--- src/rtl/alsu_driver_pkg.sv ---
// Shared types for the ALSU driver: opcode encoding, drive payload and result entry.
package alsu_driver_pkg;

  localparam int unsigned OPND_W = 3;
  localparam int unsigned CIN_W  = 2;
  localparam int unsigned RES_W  = 6;

  typedef enum logic [2:0] {
    OR        = 3'd0,
    XOR       = 3'd1,
    ADD       = 3'd2,
    MULT      = 3'd3,
    SHIFT     = 3'd4,
    ROTATE    = 3'd5,
    INVALID_6 = 3'd6,
    INVALID_7 = 3'd7
  } opcode_e;

  // Full set of values driven onto the ALSU inputs.
  typedef struct packed {
    logic signed [OPND_W-1:0] a;
    logic signed [OPND_W-1:0] b;
    opcode_e                  opcode;
    logic signed [CIN_W-1:0]  cin;
    logic                     bypass_a;
    logic                     bypass_b;
    logic                     red_op_a;
    logic                     red_op_b;
    logic                     direction;
    logic                     serial_in;
  } alsu_cmd_t;

  // One result FIFO entry.
  typedef struct packed {
    logic signed [RES_W-1:0] data;
    opcode_e                 opcode;
  } alsu_res_t;

  localparam alsu_cmd_t CMD_RESET = '{
    a: '0, b: '0, opcode: OR, cin: '0,
    bypass_a: 1'b0, bypass_b: 1'b0, red_op_a: 1'b0, red_op_b: 1'b0,
    direction: 1'b0, serial_in: 1'b0
  };

endpackage

--- src/rtl/alsu_driver_if.sv ---
// Command and result handshake bundle of the ALSU driver.
//   cmd_*  : command offer (valid/ready) with operands and control bits
//   res_*  : result FIFO head (valid/ready) with data and opcode
interface alsu_driver_if;
  import alsu_driver_pkg::*;

  logic                     cmd_valid;
  logic                     cmd_ready;
  logic signed [OPND_W-1:0] cmd_A;
  logic signed [OPND_W-1:0] cmd_B;
  opcode_e                  cmd_opcode;
  logic signed [CIN_W-1:0]  cmd_cin;
  logic                     cmd_bypass_A;
  logic                     cmd_bypass_B;
  logic                     cmd_red_op_A;
  logic                     cmd_red_op_B;
  logic                     cmd_direction;
  logic                     cmd_serial_in;

  logic                     res_valid;
  logic                     res_ready;
  logic signed [RES_W-1:0]  res_data;
  opcode_e                  res_opcode;

  modport slave (
    input  cmd_valid, cmd_A, cmd_B, cmd_opcode, cmd_cin,
           cmd_bypass_A, cmd_bypass_B, cmd_red_op_A, cmd_red_op_B,
           cmd_direction, cmd_serial_in, res_ready,
    output cmd_ready, res_valid, res_data, res_opcode
  );

  modport master (
    output cmd_valid, cmd_A, cmd_B, cmd_opcode, cmd_cin,
           cmd_bypass_A, cmd_bypass_B, cmd_red_op_A, cmd_red_op_B,
           cmd_direction, cmd_serial_in, res_ready,
    input  cmd_ready, res_valid, res_data, res_opcode
  );

endinterface

--- src/rtl/alsu_res_fifo.sv ---
// Result FIFO: DEPTH entries (power of two, >= 2) of {data, opcode}.
//   push_i/push_data_i : write an entry
//   pop_i              : remove the head (ignored when empty)
//   head_o, empty_o    : head entry and empty flag
//   count_o            : registered occupancy
module alsu_res_fifo
  import alsu_driver_pkg::*;
#(
  parameter int unsigned DEPTH = 4
) (
  input  logic                     clk,
  input  logic                     rst,
  input  logic                     push_i,
  input  alsu_res_t                push_data_i,
  input  logic                     pop_i,
  output alsu_res_t                head_o,
  output logic                     empty_o,
  output logic [$clog2(DEPTH):0]   count_o
);

  localparam int unsigned PTR_W = $clog2(DEPTH);
  localparam int unsigned CNT_W = PTR_W + 1;

  alsu_res_t        mem_q [DEPTH];
  logic [PTR_W-1:0] wr_ptr_q, wr_ptr_d;
  logic [PTR_W-1:0] rd_ptr_q, rd_ptr_d;
  logic [CNT_W-1:0] count_q, count_d;
  logic             full;
  logic             do_pop;

  // Pointer/count next state; pointers wrap naturally at DEPTH.
  always_comb begin
    full     = (count_q == CNT_W'(DEPTH));
    empty_o  = (count_q == '0);
    do_pop   = pop_i && !empty_o;
    wr_ptr_d = wr_ptr_q;
    rd_ptr_d = rd_ptr_q;
    count_d  = count_q;
    if (push_i) wr_ptr_d = wr_ptr_q + PTR_W'(1);
    if (do_pop) rd_ptr_d = rd_ptr_q + PTR_W'(1);
    case ({push_i, do_pop})
      2'b10:   count_d = count_q + CNT_W'(1);
      2'b01:   count_d = count_q - CNT_W'(1);
      default: count_d = count_q;
    endcase
  end

  always_ff @(posedge clk) begin
    if (rst) begin
      wr_ptr_q <= '0;
      rd_ptr_q <= '0;
      count_q  <= '0;
    end else begin
      wr_ptr_q <= wr_ptr_d;
      rd_ptr_q <= rd_ptr_d;
      count_q  <= count_d;
    end
  end

  // Storage needs no reset; occupancy is tracked by count_q.
  always_ff @(posedge clk) begin
    if (!rst && push_i) mem_q[wr_ptr_q] <= push_data_i;
  end

  assign head_o  = mem_q[rd_ptr_q];
  assign count_o = count_q;

  // Credit flow control upstream must make this unreachable.
  a_no_overflow : assert property (@(posedge clk) disable iff (rst) !(push_i && full && !do_pop))
    else $error("alsu_res_fifo: push into full FIFO");

endmodule

--- src/rtl/alsu_driver.sv ---
// Drives commands into a fixed-latency ALSU and collects its results in order.
//   clk, rst     : clock, synchronous active-high reset
//   bus          : command/result handshake (slave side)
//   A .. serial_in : registered drive to the ALSU inputs
//   alsu_out     : ALSU output register, sampled LATENCY+1 edges after acceptance
//   idle         : nothing in flight and result FIFO empty
module alsu_driver
  import alsu_driver_pkg::*;
#(
  parameter int unsigned LATENCY   = 2,
  parameter int unsigned RES_DEPTH = 4
) (
  input  logic                     clk,
  input  logic                     rst,
  alsu_driver_if.slave             bus,
  output logic signed [OPND_W-1:0] A,
  output logic signed [OPND_W-1:0] B,
  output opcode_e                  opcode,
  output logic signed [CIN_W-1:0]  cin,
  output logic                     bypass_A,
  output logic                     bypass_B,
  output logic                     red_op_A,
  output logic                     red_op_B,
  output logic                     direction,
  output logic                     serial_in,
  input  logic signed [RES_W-1:0]  alsu_out,
  output logic                     idle
);

  localparam int unsigned PIPE_N = LATENCY + 1;
  localparam int unsigned CNT_W  = $clog2(RES_DEPTH) + 1;
  localparam int unsigned SUM_W  = CNT_W + 1;

  alsu_cmd_t         drive_q, drive_d, cmd_in;
  logic [PIPE_N-1:0] pipe_vld_q, pipe_vld_d;
  opcode_e           pipe_op_q [PIPE_N];
  opcode_e           pipe_op_d [PIPE_N];
  logic [CNT_W-1:0]  in_flight_q, in_flight_d;
  logic [CNT_W-1:0]  fifo_count;
  logic              fifo_empty;
  alsu_res_t         fifo_head;
  alsu_res_t         push_data;
  logic              accept;
  logic              push;

  // A credit is held from acceptance until the result leaves the FIFO.
  assign bus.cmd_ready = (SUM_W'(in_flight_q) + SUM_W'(fifo_count)) < SUM_W'(RES_DEPTH);
  assign accept        = bus.cmd_valid && bus.cmd_ready;
  assign push          = pipe_vld_q[LATENCY];
  assign push_data     = '{data: alsu_out, opcode: pipe_op_q[LATENCY]};

  assign cmd_in = '{
    a: bus.cmd_A, b: bus.cmd_B, opcode: bus.cmd_opcode, cin: bus.cmd_cin,
    bypass_a: bus.cmd_bypass_A, bypass_b: bus.cmd_bypass_B,
    red_op_a: bus.cmd_red_op_A, red_op_b: bus.cmd_red_op_B,
    direction: bus.cmd_direction, serial_in: bus.cmd_serial_in
  };

  // Drive hold, in-flight shift pipeline and in-flight count.
  always_comb begin
    drive_d      = drive_q;
    pipe_vld_d   = pipe_vld_q;
    pipe_op_d    = pipe_op_q;
    in_flight_d  = in_flight_q + CNT_W'(accept) - CNT_W'(push);
    if (accept) drive_d = cmd_in;
    pipe_vld_d[0] = accept;
    pipe_op_d[0]  = bus.cmd_opcode;
    for (int unsigned i = 1; i < PIPE_N; i++) begin
      pipe_vld_d[i] = pipe_vld_q[i-1];
      pipe_op_d[i]  = pipe_op_q[i-1];
    end
  end

  always_ff @(posedge clk) begin
    if (rst) begin
      drive_q     <= CMD_RESET;
      pipe_vld_q  <= '0;
      in_flight_q <= '0;
      for (int unsigned i = 0; i < PIPE_N; i++) pipe_op_q[i] <= OR;
    end else begin
      drive_q     <= drive_d;
      pipe_vld_q  <= pipe_vld_d;
      in_flight_q <= in_flight_d;
      pipe_op_q   <= pipe_op_d;
    end
  end

  alsu_res_fifo #(.DEPTH(RES_DEPTH)) u_fifo (
    .clk        (clk),
    .rst        (rst),
    .push_i     (push),
    .push_data_i(push_data),
    .pop_i      (bus.res_ready),
    .head_o     (fifo_head),
    .empty_o    (fifo_empty),
    .count_o    (fifo_count)
  );

  assign bus.res_valid  = !fifo_empty;
  assign bus.res_data   = fifo_head.data;
  assign bus.res_opcode = fifo_head.opcode;
  assign idle           = (in_flight_q == '0) && fifo_empty;

  assign A         = drive_q.a;
  assign B         = drive_q.b;
  assign opcode    = drive_q.opcode;
  assign cin       = drive_q.cin;
  assign bypass_A  = drive_q.bypass_a;
  assign bypass_B  = drive_q.bypass_b;
  assign red_op_A  = drive_q.red_op_a;
  assign red_op_B  = drive_q.red_op_b;
  assign direction = drive_q.direction;
  assign serial_in = drive_q.serial_in;

endmodule

--- src/flat_wrapper.sv ---
// flat-port wrapper written by rule: the top's interface ports become plain ports
module alsu_driver_flat import alsu_driver_pkg::*;
#(
  parameter int unsigned LATENCY   = 2,
  parameter int unsigned RES_DEPTH = 4
)
  (clk, rst, A, B, opcode, cin, bypass_A, bypass_B, red_op_A, red_op_B, direction, serial_in, alsu_out, idle, bus_cmd_valid, bus_cmd_A, bus_cmd_B, bus_cmd_opcode, bus_cmd_cin, bus_cmd_bypass_A, bus_cmd_bypass_B, bus_cmd_red_op_A, bus_cmd_red_op_B, bus_cmd_direction, bus_cmd_serial_in, bus_res_ready, bus_cmd_ready, bus_res_valid, bus_res_data, bus_res_opcode);
  alsu_driver_if bus_i ();
  input  logic clk;
  input  logic rst;
  output logic signed [OPND_W-1:0] A;
  output logic signed [OPND_W-1:0] B;
  output opcode_e opcode;
  output logic signed [CIN_W-1:0] cin;
  output logic bypass_A;
  output logic bypass_B;
  output logic red_op_A;
  output logic red_op_B;
  output logic direction;
  output logic serial_in;
  input  logic signed [RES_W-1:0] alsu_out;
  output logic idle;
  input wire logic [$bits(bus_i.cmd_valid)-1:0] bus_cmd_valid;
  input wire logic [$bits(bus_i.cmd_A)-1:0] bus_cmd_A;
  input wire logic [$bits(bus_i.cmd_B)-1:0] bus_cmd_B;
  input wire logic [$bits(bus_i.cmd_opcode)-1:0] bus_cmd_opcode;
  input wire logic [$bits(bus_i.cmd_cin)-1:0] bus_cmd_cin;
  input wire logic [$bits(bus_i.cmd_bypass_A)-1:0] bus_cmd_bypass_A;
  input wire logic [$bits(bus_i.cmd_bypass_B)-1:0] bus_cmd_bypass_B;
  input wire logic [$bits(bus_i.cmd_red_op_A)-1:0] bus_cmd_red_op_A;
  input wire logic [$bits(bus_i.cmd_red_op_B)-1:0] bus_cmd_red_op_B;
  input wire logic [$bits(bus_i.cmd_direction)-1:0] bus_cmd_direction;
  input wire logic [$bits(bus_i.cmd_serial_in)-1:0] bus_cmd_serial_in;
  input wire logic [$bits(bus_i.res_ready)-1:0] bus_res_ready;
  output wire logic [$bits(bus_i.cmd_ready)-1:0] bus_cmd_ready;
  output wire logic [$bits(bus_i.res_valid)-1:0] bus_res_valid;
  output wire logic [$bits(bus_i.res_data)-1:0] bus_res_data;
  output wire logic [$bits(bus_i.res_opcode)-1:0] bus_res_opcode;
  assign bus_i.cmd_valid = bus_cmd_valid;
  assign bus_i.cmd_A = bus_cmd_A;
  assign bus_i.cmd_B = bus_cmd_B;
  assign bus_i.cmd_opcode = bus_cmd_opcode;
  assign bus_i.cmd_cin = bus_cmd_cin;
  assign bus_i.cmd_bypass_A = bus_cmd_bypass_A;
  assign bus_i.cmd_bypass_B = bus_cmd_bypass_B;
  assign bus_i.cmd_red_op_A = bus_cmd_red_op_A;
  assign bus_i.cmd_red_op_B = bus_cmd_red_op_B;
  assign bus_i.cmd_direction = bus_cmd_direction;
  assign bus_i.cmd_serial_in = bus_cmd_serial_in;
  assign bus_i.res_ready = bus_res_ready;
  assign bus_cmd_ready = bus_i.cmd_ready;
  assign bus_res_valid = bus_i.res_valid;
  assign bus_res_data = bus_i.res_data;
  assign bus_res_opcode = bus_i.res_opcode;
  alsu_driver #(.LATENCY(LATENCY), .RES_DEPTH(RES_DEPTH)) u_core (.clk(clk), .rst(rst), .bus(bus_i), .A(A), .B(B), .opcode(opcode), .cin(cin), .bypass_A(bypass_A), .bypass_B(bypass_B), .red_op_A(red_op_A), .red_op_B(red_op_B), .direction(direction), .serial_in(serial_in), .alsu_out(alsu_out), .idle(idle));
endmodule
--- config.mk ---
export PLATFORM = sky130hd
export DESIGN_NAME = alsu_driver_flat
export DESIGN_NICKNAME = d
export VERILOG_FILES = /design/src/rtl/alsu_driver_pkg.sv /design/src/rtl/alsu_driver_if.sv /design/src/rtl/alsu_res_fifo.sv /design/src/rtl/alsu_driver.sv /design/src/flat_wrapper.sv
export SDC_FILE = /design/constraint.sdc
export NUM_CORES = 1
export LEC_CHECK = 0
export CORE_MARGIN = 8
export CORE_UTILIZATION = 55
export DETAILED_ROUTE_END_ITERATION = 16
export PLACE_DENSITY = 0.93
export SLEW_MARGIN = 20
export SYNTH_ARGS = -nofsm -noshare
export SYNTH_HDL_FRONTEND = slang
export SYNTH_HIERARCHICAL = 1
export SYNTH_SLANG_ARGS = --single-unit
--- constraint.sdc ---
create_clock -name clk -period 5.85 [get_ports clk]
set_clock_uncertainty 0.15 [all_clocks]
set_input_delay 0.8775 -clock clk [delete_from_list [all_inputs] [get_ports clk]]
set_output_delay 0.8775 -clock clk [all_outputs]
set_load 0.005 [all_outputs]
==> impl_metrics.py, run 1 <==
metrics = {
    "critical_path": {
        "cp_num_cells": 11,
        "cp-start-kind": "primary input",
        "critPathMaxStageDelay_ns": 0.75,
        "cp_cell_sequence": "clkdlybuf4s50_1 -> and3_1 -> inv_4 -> ha_1 -> inv_1 -> ha_1 -> inv_1 -> fa_1 -> xor2_1 -> xnor2_1 -> nor2_1",
        "endpoint_kind": "flop",
        "slowest_stage": "and3_1",
        "critPathLaunch": "bus_cmd_valid",
        "crit_fanout": 15,
        "crit_family": "simple AND/OR/NAND/NOR gates",
        "path_buf_inv": 4,
        "reg2reg_depth": 12,
        "r2r-start": "u_core/u_fifo/count_o[2]",
        "worst-r2r-setup-slack_ns": 2.55,
        "arrival_ns": 3.49,
        "reg2reg_to": "u_core/in_flight_q[2]",
        "cp_data_required_time_ns": 5.91,
        "crit_type": "in -> reg",
    },
    "logic_synthesis": {
        "synth_xor_area_frac": 0.01726,
        "ys_seq_area_frac": 0.6245,
        "syn_area_per_cell_um2": 14.16,
        "synth-seq-cells": 77,
        "synthSimpleGateAreaFrac": 0.1298,
        "synthesis.area_um2": 3045,
        "ys_warn_count": 6,
        "synth_compound_area_frac": 0.01068,
        "syn_inst": 215,
        "synth_top_family_by_area": "multiplexers",
        "yosysUniqueCellTypes": 28,
        "synthMuxAreaShare": 0.1331,
        "syn_nets": 253,
        "synthAdderAreaFrac": 0.05012,
    },
    "floorplanning": {
        "die_h_um": 90.41,
        "die_x_um": 90.41,
        "core_area_um2": 5439,
        "dieArea_um2": 8174,
        "start_util": 0.5599,
        "pin_count": 56,
        "rows": 27,
    },
    "route": {
        "first_pass_iters": 4,
        "final_antenna_net_count": 0,
        "avgRoutedWirePerCell_um": 15.36,
        "wl_mm": 5.359,
        "vias_per_cell": 4.923,
        "remaining_drc_errors": 0,
        "first_iter_violations": 49,
        "vias": 1718,
    },
    "power_and_ir_drop": {
        "leakage_nw": 1.391,
        "p_per_area_nw_per_um2": 306.5,
        "ir_worst_vdd_uv": 221.5,
    },
    "cells_and_area": {
        "drive_gt1_frac": 0.09025,
        "antenna_cells": 0,
        "fillerInstances": 395,
        "area_growth_pct": 24.28,
        "layout_commonest_cell": "clkdlybuf4s50_1",
        "fin_area_um2": 3785,
        "fin_nets": 310,
        "layout_common_cells": "clkdlybuf4s50_1 (55), dfxtp_1 (41), edfxtp_1 (36)",
    },
    "clocking": {
        "postCtsResizedCells": 0,
        "cts_hold_buf": 0,
        "cts_setup_buffers": 0,
        "root_buffer": "clkbuf_8",
        "clk_pin_slew_worst_paths_ns": 0.07,
        "cts_buffers": 9,
        "cts_buffer_depth": 2,
        "insertion_delay_ns": 0.33,
        "tritoncts": "done",
        "cts.sinks": 77,
        "h-tree-depth": 3,
    },
    "grt": {
        "grt_max_degree": 56,
        "track_usage": 0.1393,
        "overflow": 0,
        "grt_pass1_vias": 1876,
        "antenna_found_initial": 0,
        "grt_pass1_wl_mm": 8.921,
    },
    "run_status": {
        "status": "completed",
    },
    "min_path": {
        "hold_end": "u_core/pipe_vld_q[2]",
        "hp-start": "u_core/pipe_vld_q[1]",
        "hold_depth": 1,
        "hold_class": "reg -> reg",
    },
    "place": {
        "placed_area_um2": 3632,
        "port_buffers": 55,
        "gp_congestion": 0.6745,
        "hpwlAfterDp_mm": 3.939,
    },
    "sta": {
        "rsz0062_at_grt": "no",
        "relSlewSlack": 0.3897,
        "fin_crit_sh": 0.5861,
        "report.final.slew_viol_count": 0,
        "setup_violations": 0,
        "final.min_clock_period_ns": 3.428,
        "worstMarginPinSlew_ns": 0.9154,
        "hold_viol": 0,
        "fmax_mhz": 291.7,
        "setup_tns_ns": 0,
    },
    "flow_run": {
        "cap_violations": 0,
    },
}
registers in the layout, summed over array words and instances (netlist names), named ones only:
signal                  count
u_core/A                    3
u_core/B                    3
u_core/bypass_A             1
u_core/bypass_B             1
u_core/cin                  2
u_core/direction            1
u_core/in_flight_q          3
u_core/opcode               3
u_core/pipe_op_d            6
u_core/pipe_op_q            3
u_core/pipe_vld_q           3
u_core/red_op_A             1
u_core/red_op_B             1
u_core/serial_in            1
u_core/u_fifo/count_o       3
u_core/u_fifo/mem_q        36
u_core/u_fifo/rd_ptr_q      2
u_core/u_fifo/wr_ptr_q      2
kinds of logic (layout without fill, tap and decap cells):
group                    count (synthesis)  count (layout)
multiplexers                            27              27
AO/OA/AOI/OAI                            6               6
buffers and inverters                   21              83
AND/OR/NAND/NOR                         67              67
adder cells (fa/ha/maj)                 11              11
flip-flops                              77              77
XOR/XNOR                                 6               6
worst max path at each step:
stage / end
detailed placement: u_core/in_flight_q[2]
global placement: u_core/in_flight_q[2]
CTS: u_core/in_flight_q[2]
floorplan: u_core/in_flight_q[2]
global route: u_core/in_flight_q[2]
finish: u_core/in_flight_q[2]
synth_stat cells:
cell	instances	area, um2
nand3_1	1	5.000
nor2_1	11	41.29
nand2_1	1	3.750
and2_1	5	31.28
o21ai_0	2	10.01
clkbuf_1	6	22.52
nor3_2	2	20.02
mux2_4	3	45.04
and3_1	1	6.260
nor2b_1	15	93.84
dfxtp_1	41	820.8
o31ai_1	1	7.510
mux2i_1	15	150.1
mux4_2	7	157.7
inv_1	10	37.54
mux4_1	2	52.55
or3_1	2	12.51
nor4_1	1	6.260
clkbuf_2	1	5.000
ha_1	9	112.6
buf_6	3	33.78
nand2b_1	28	175.2
inv_4	1	6.260
xnor2_1	2	17.52
edfxtp_1	36	1081
a21oi_1	3	15.01
xor2_1	4	35.03
fa_1	2	40.04
per-layer routing:
metal,track usage,vias to the layer above,part of all wire
li1,-,848,-
met1,0.1423,810,0.41
met2,0.2454,53,0.52
met3,0.06484,7,0.062
met4,0.04577,0,0.0086
met5,0,-,0
cell type report:
cell class                 count  area [um2]  share of cell area
timing repair buffer          56       558.0              0.1474
sequential                    77        1902              0.5025
multi-input combinational    117        1039              0.2744
tap                           72       90.09             0.02380
clock inverter                 3       13.76            0.003636
clock buffer                  13       138.9             0.03669
inverter                      11       43.79             0.01157
power by group:
| group | switching, W | internal [W] |
|---|---|---|
| registers | 0.0000309 | 0.000597 |
| clock network | 0.000166 | 0.000152 |
| logic | 0.0000794 | 0.000135 |
| total | 0.000276 | 0.000884 |
per-stage QoR:
stage          utilization  power (W)  hold slack [ns]  instances  setup WS, ns
2_1_floorplan            -  0.0007519           0.2638        215         3.209
3_3_place_gp        0.6678  0.0008471           0.2702        333         2.129
3_5_place_dp        0.6678  0.0008566           0.2704        333         2.058
4_1_cts             0.6959   0.001179           0.2876        349         2.418
5_1_grt             0.6959   0.001225           0.3057        349         2.243
6_report            0.6959   0.001160           0.2836        349         2.422
Power figures use the tool's default switching activity.
==> inputs of run 2 (changes only) <==
--- a/config.mk
+++ b/config.mk
@@ -6,9 +6,9 @@
 export NUM_CORES = 1
 export LEC_CHECK = 0
 export CORE_MARGIN = 8
-export CORE_UTILIZATION = 55
+export CORE_UTILIZATION = 51
 export DETAILED_ROUTE_END_ITERATION = 16
-export PLACE_DENSITY = 0.93
+export PLACE_DENSITY = 0.88
 export SLEW_MARGIN = 20
 export SYNTH_ARGS = -nofsm -noshare
 export SYNTH_HDL_FRONTEND = slang
==> constraint.sdc (replaced) <==
create_clock -name clk -period 3.37 [get_ports clk]
set_clock_uncertainty 0.15 [all_clocks]
set_input_delay 0.5055 -clock clk [delete_from_list [all_inputs] [get_ports clk]]
set_output_delay 0.5055 -clock clk [all_outputs]
set_load 0.005 [all_outputs]
==> impl_metrics.py, run 2 (synthesis results as in run 1) <==
metrics = {
    "floorplanning": {
        "die_x_um": 93.28,
        "rows": 28,
        "start_util": 0.5205,
        "core_area_um2": 5851,
        "dieArea_um2": 8700,
        "pin_count": 56,
        "die_h_um": 93.28,
    },
    "grt": {
        "grt_pass1_wl_mm": 8.431,
        "antenna_found_initial": 0,
        "overflow": 0,
        "track_usage": 0.1257,
        "grt_pass1_vias": 1867,
        "grt_max_degree": 55,
    },
    "sta": {
        "setup_violations": 0,
        "worstMarginPinSlew_ns": 0.5753,
        "fmax_mhz": 356.9,
        "fin_crit_sh": 0.8314,
        "setup_tns_ns": 0,
        "relSlewSlack": 0.6160,
        "final.min_clock_period_ns": 2.802,
        "rsz0062_at_grt": "no",
        "fin_ws_ns": 0.5683,
        "hold_viol": 0,
        "report.final.slew_viol_count": 0,
    },
    "critical_path": {
        "path_buf_inv": 1,
        "r2r-start": "u_core/u_fifo/count_o[2]",
        "crit_family": "flip-flops",
        "endpoint_kind": "output pin",
        "critPathMaxStageDelay_ns": 0.69,
        "arrival_ns": 2.15,
        "worst-r2r-setup-slack_ns": 0.76,
        "cp_cell_sequence": "mux4_1 -> clkdlybuf4s50_1",
        "reg2reg_depth": 12,
        "reg2reg_to": "u_core/in_flight_q[2]",
        "crit_type": "reg -> out",
        "slowest_stage": "dfxtp_1",
        "crit_fanout": 9,
        "cp_data_required_time_ns": 2.71,
        "cp-start-kind": "flop",
    },
    "route": {
        "vias": 1752,
        "first_pass_iters": 4,
        "wl_mm": 5.202,
        "first_iter_violations": 82,
        "vias_per_cell": 4.963,
        "final_antenna_net_count": 0,
        "remaining_drc_errors": 0,
        "avgRoutedWirePerCell_um": 14.74,
    },
    "cells_and_area": {
        "drive_gt1_frac": 0.1115,
        "fin_nets": 311,
        "fin_area_um2": 3832,
        "layout_commonest_cell": "clkdlybuf4s50_1",
        "final_util": 0.6550,
        "largest_reg_flops": 36,
        "area_growth_pct": 25.84,
        "antenna_cells": 0,
        "layout_common_cells": "clkdlybuf4s50_1 (55), dfxtp_1 (41), edfxtp_1 (36)",
        "top_register": "u_core/u_fifo/mem_q",
    },
    "place": {
        "placed_area_um2": 3643,
        "port_buffers": 55,
        "gp_congestion": 0.6957,
        "place_ws_ns": 0.6289,
        "hpwlAfterDp_mm": 3.603,
    },
    "clocking": {
        "cts_hold_buf": 0,
        "cts_setup_buffers": 0,
        "root_buffer": "clkbuf_8",
        "clk_pin_slew_worst_paths_ns": 0.09,
        "tritoncts": "done",
        "insertion_delay_ns": 0.34,
        "h-tree-depth": 3,
        "postCtsResizedCells": 0,
        "cts.sinks": 77,
        "cts_buffer_depth": 2,
        "cts_buffers": 9,
    },
    "power_and_ir_drop": {
        "p_clk_frac": 0.309,
        "ir_worst_vdd_uv": 337.7,
        "swShare": 0.2627,
        "p_per_area_nw_per_um2": 551.1,
        "switchingPower_w": 0.0005547,
        "combPwrFrac": 0.176,
        "p_seq_frac": 0.515,
        "leakage_nw": 1.412,
        "intPower_w": 0.001557,
    },
    "min_path": {
        "hp-start": "u_core/pipe_op_d[1]",
        "hold_class": "reg -> reg",
        "hold_depth": 1,
        "hold_end": "u_core/pipe_op_q[1]",
    },
    "run_status": {
        "status": "completed",
    },
    "flow_run": {
        "cap_violations": 0,
    },
}
[run 2: how the worst max path moves through the flow]
stage / start / endpoint / cells after the start
floorplan: u_core/u_fifo/count_o[2] / u_core/in_flight_q[2] / 13
global placement: bus_cmd_valid / u_core/in_flight_q[2] / 11
detailed placement: bus_cmd_valid / u_core/in_flight_q[2] / 11
CTS: flop / bus_res_opcode[2] / 2
global route: flop / bus_res_data[2] / 2
finish: flop / bus_res_opcode[2] / 2
[run 2: through the flow]
step                total power [W]  std cells  hold WS (ns)
detailed placement         0.001483        337        0.2704
floorplan                  0.001305        215        0.2638
CTS                        0.002137        353        0.2908
finish                     0.002112        353        0.2884
global placement           0.001472        337        0.2651
global route               0.002216        353        0.3030
[run 2: cell type report]
class	instances	area (um2)
fill	413	2018
sequential	77	1902
multi-input combinational	117	1039
timing repair buffer	57	565.5
clock buffer	9	123.9
tap	75	93.84
clock inverter	7	65.06
inverter	11	43.79
[run 2: worst register-to-register path: cells and delay by family, from the launching register on]
family                     cells  cell delay (ns)
buffers and inverters          3             0.17
adders and majority gates      4             1.02
and+or+nand+nor                3             0.44
DFF                            1             0.42
xor gates and xnor gates       2             0.30
[run 2: per-layer routing]
metal | up-vias | share of wire | track usage | wire length, um
met1 | 842 | 0.41 | 0.1337 | 2148
met3 | 8 | 0.091 | 0.06330 | 474
met5 | - | 0 | 0 | 0
met2 | 47 | 0.48 | 0.2080 | 2506
li1 | 855 | - | - | -
met4 | 0 | 0.014 | 0.04966 | 73
[run 2: power by group through the flow]
stage	Clock (W)	Sequential, W	Combinational [W]
global route	0.000711	0.00110	0.000407
CTS	0.000672	0.00109	0.000377
global placement	0	0.00111	0.000365
finish	0.000654	0.00109	0.000371
floorplan	0	0.00109	0.000212
detailed placement	0	0.00111	0.000374
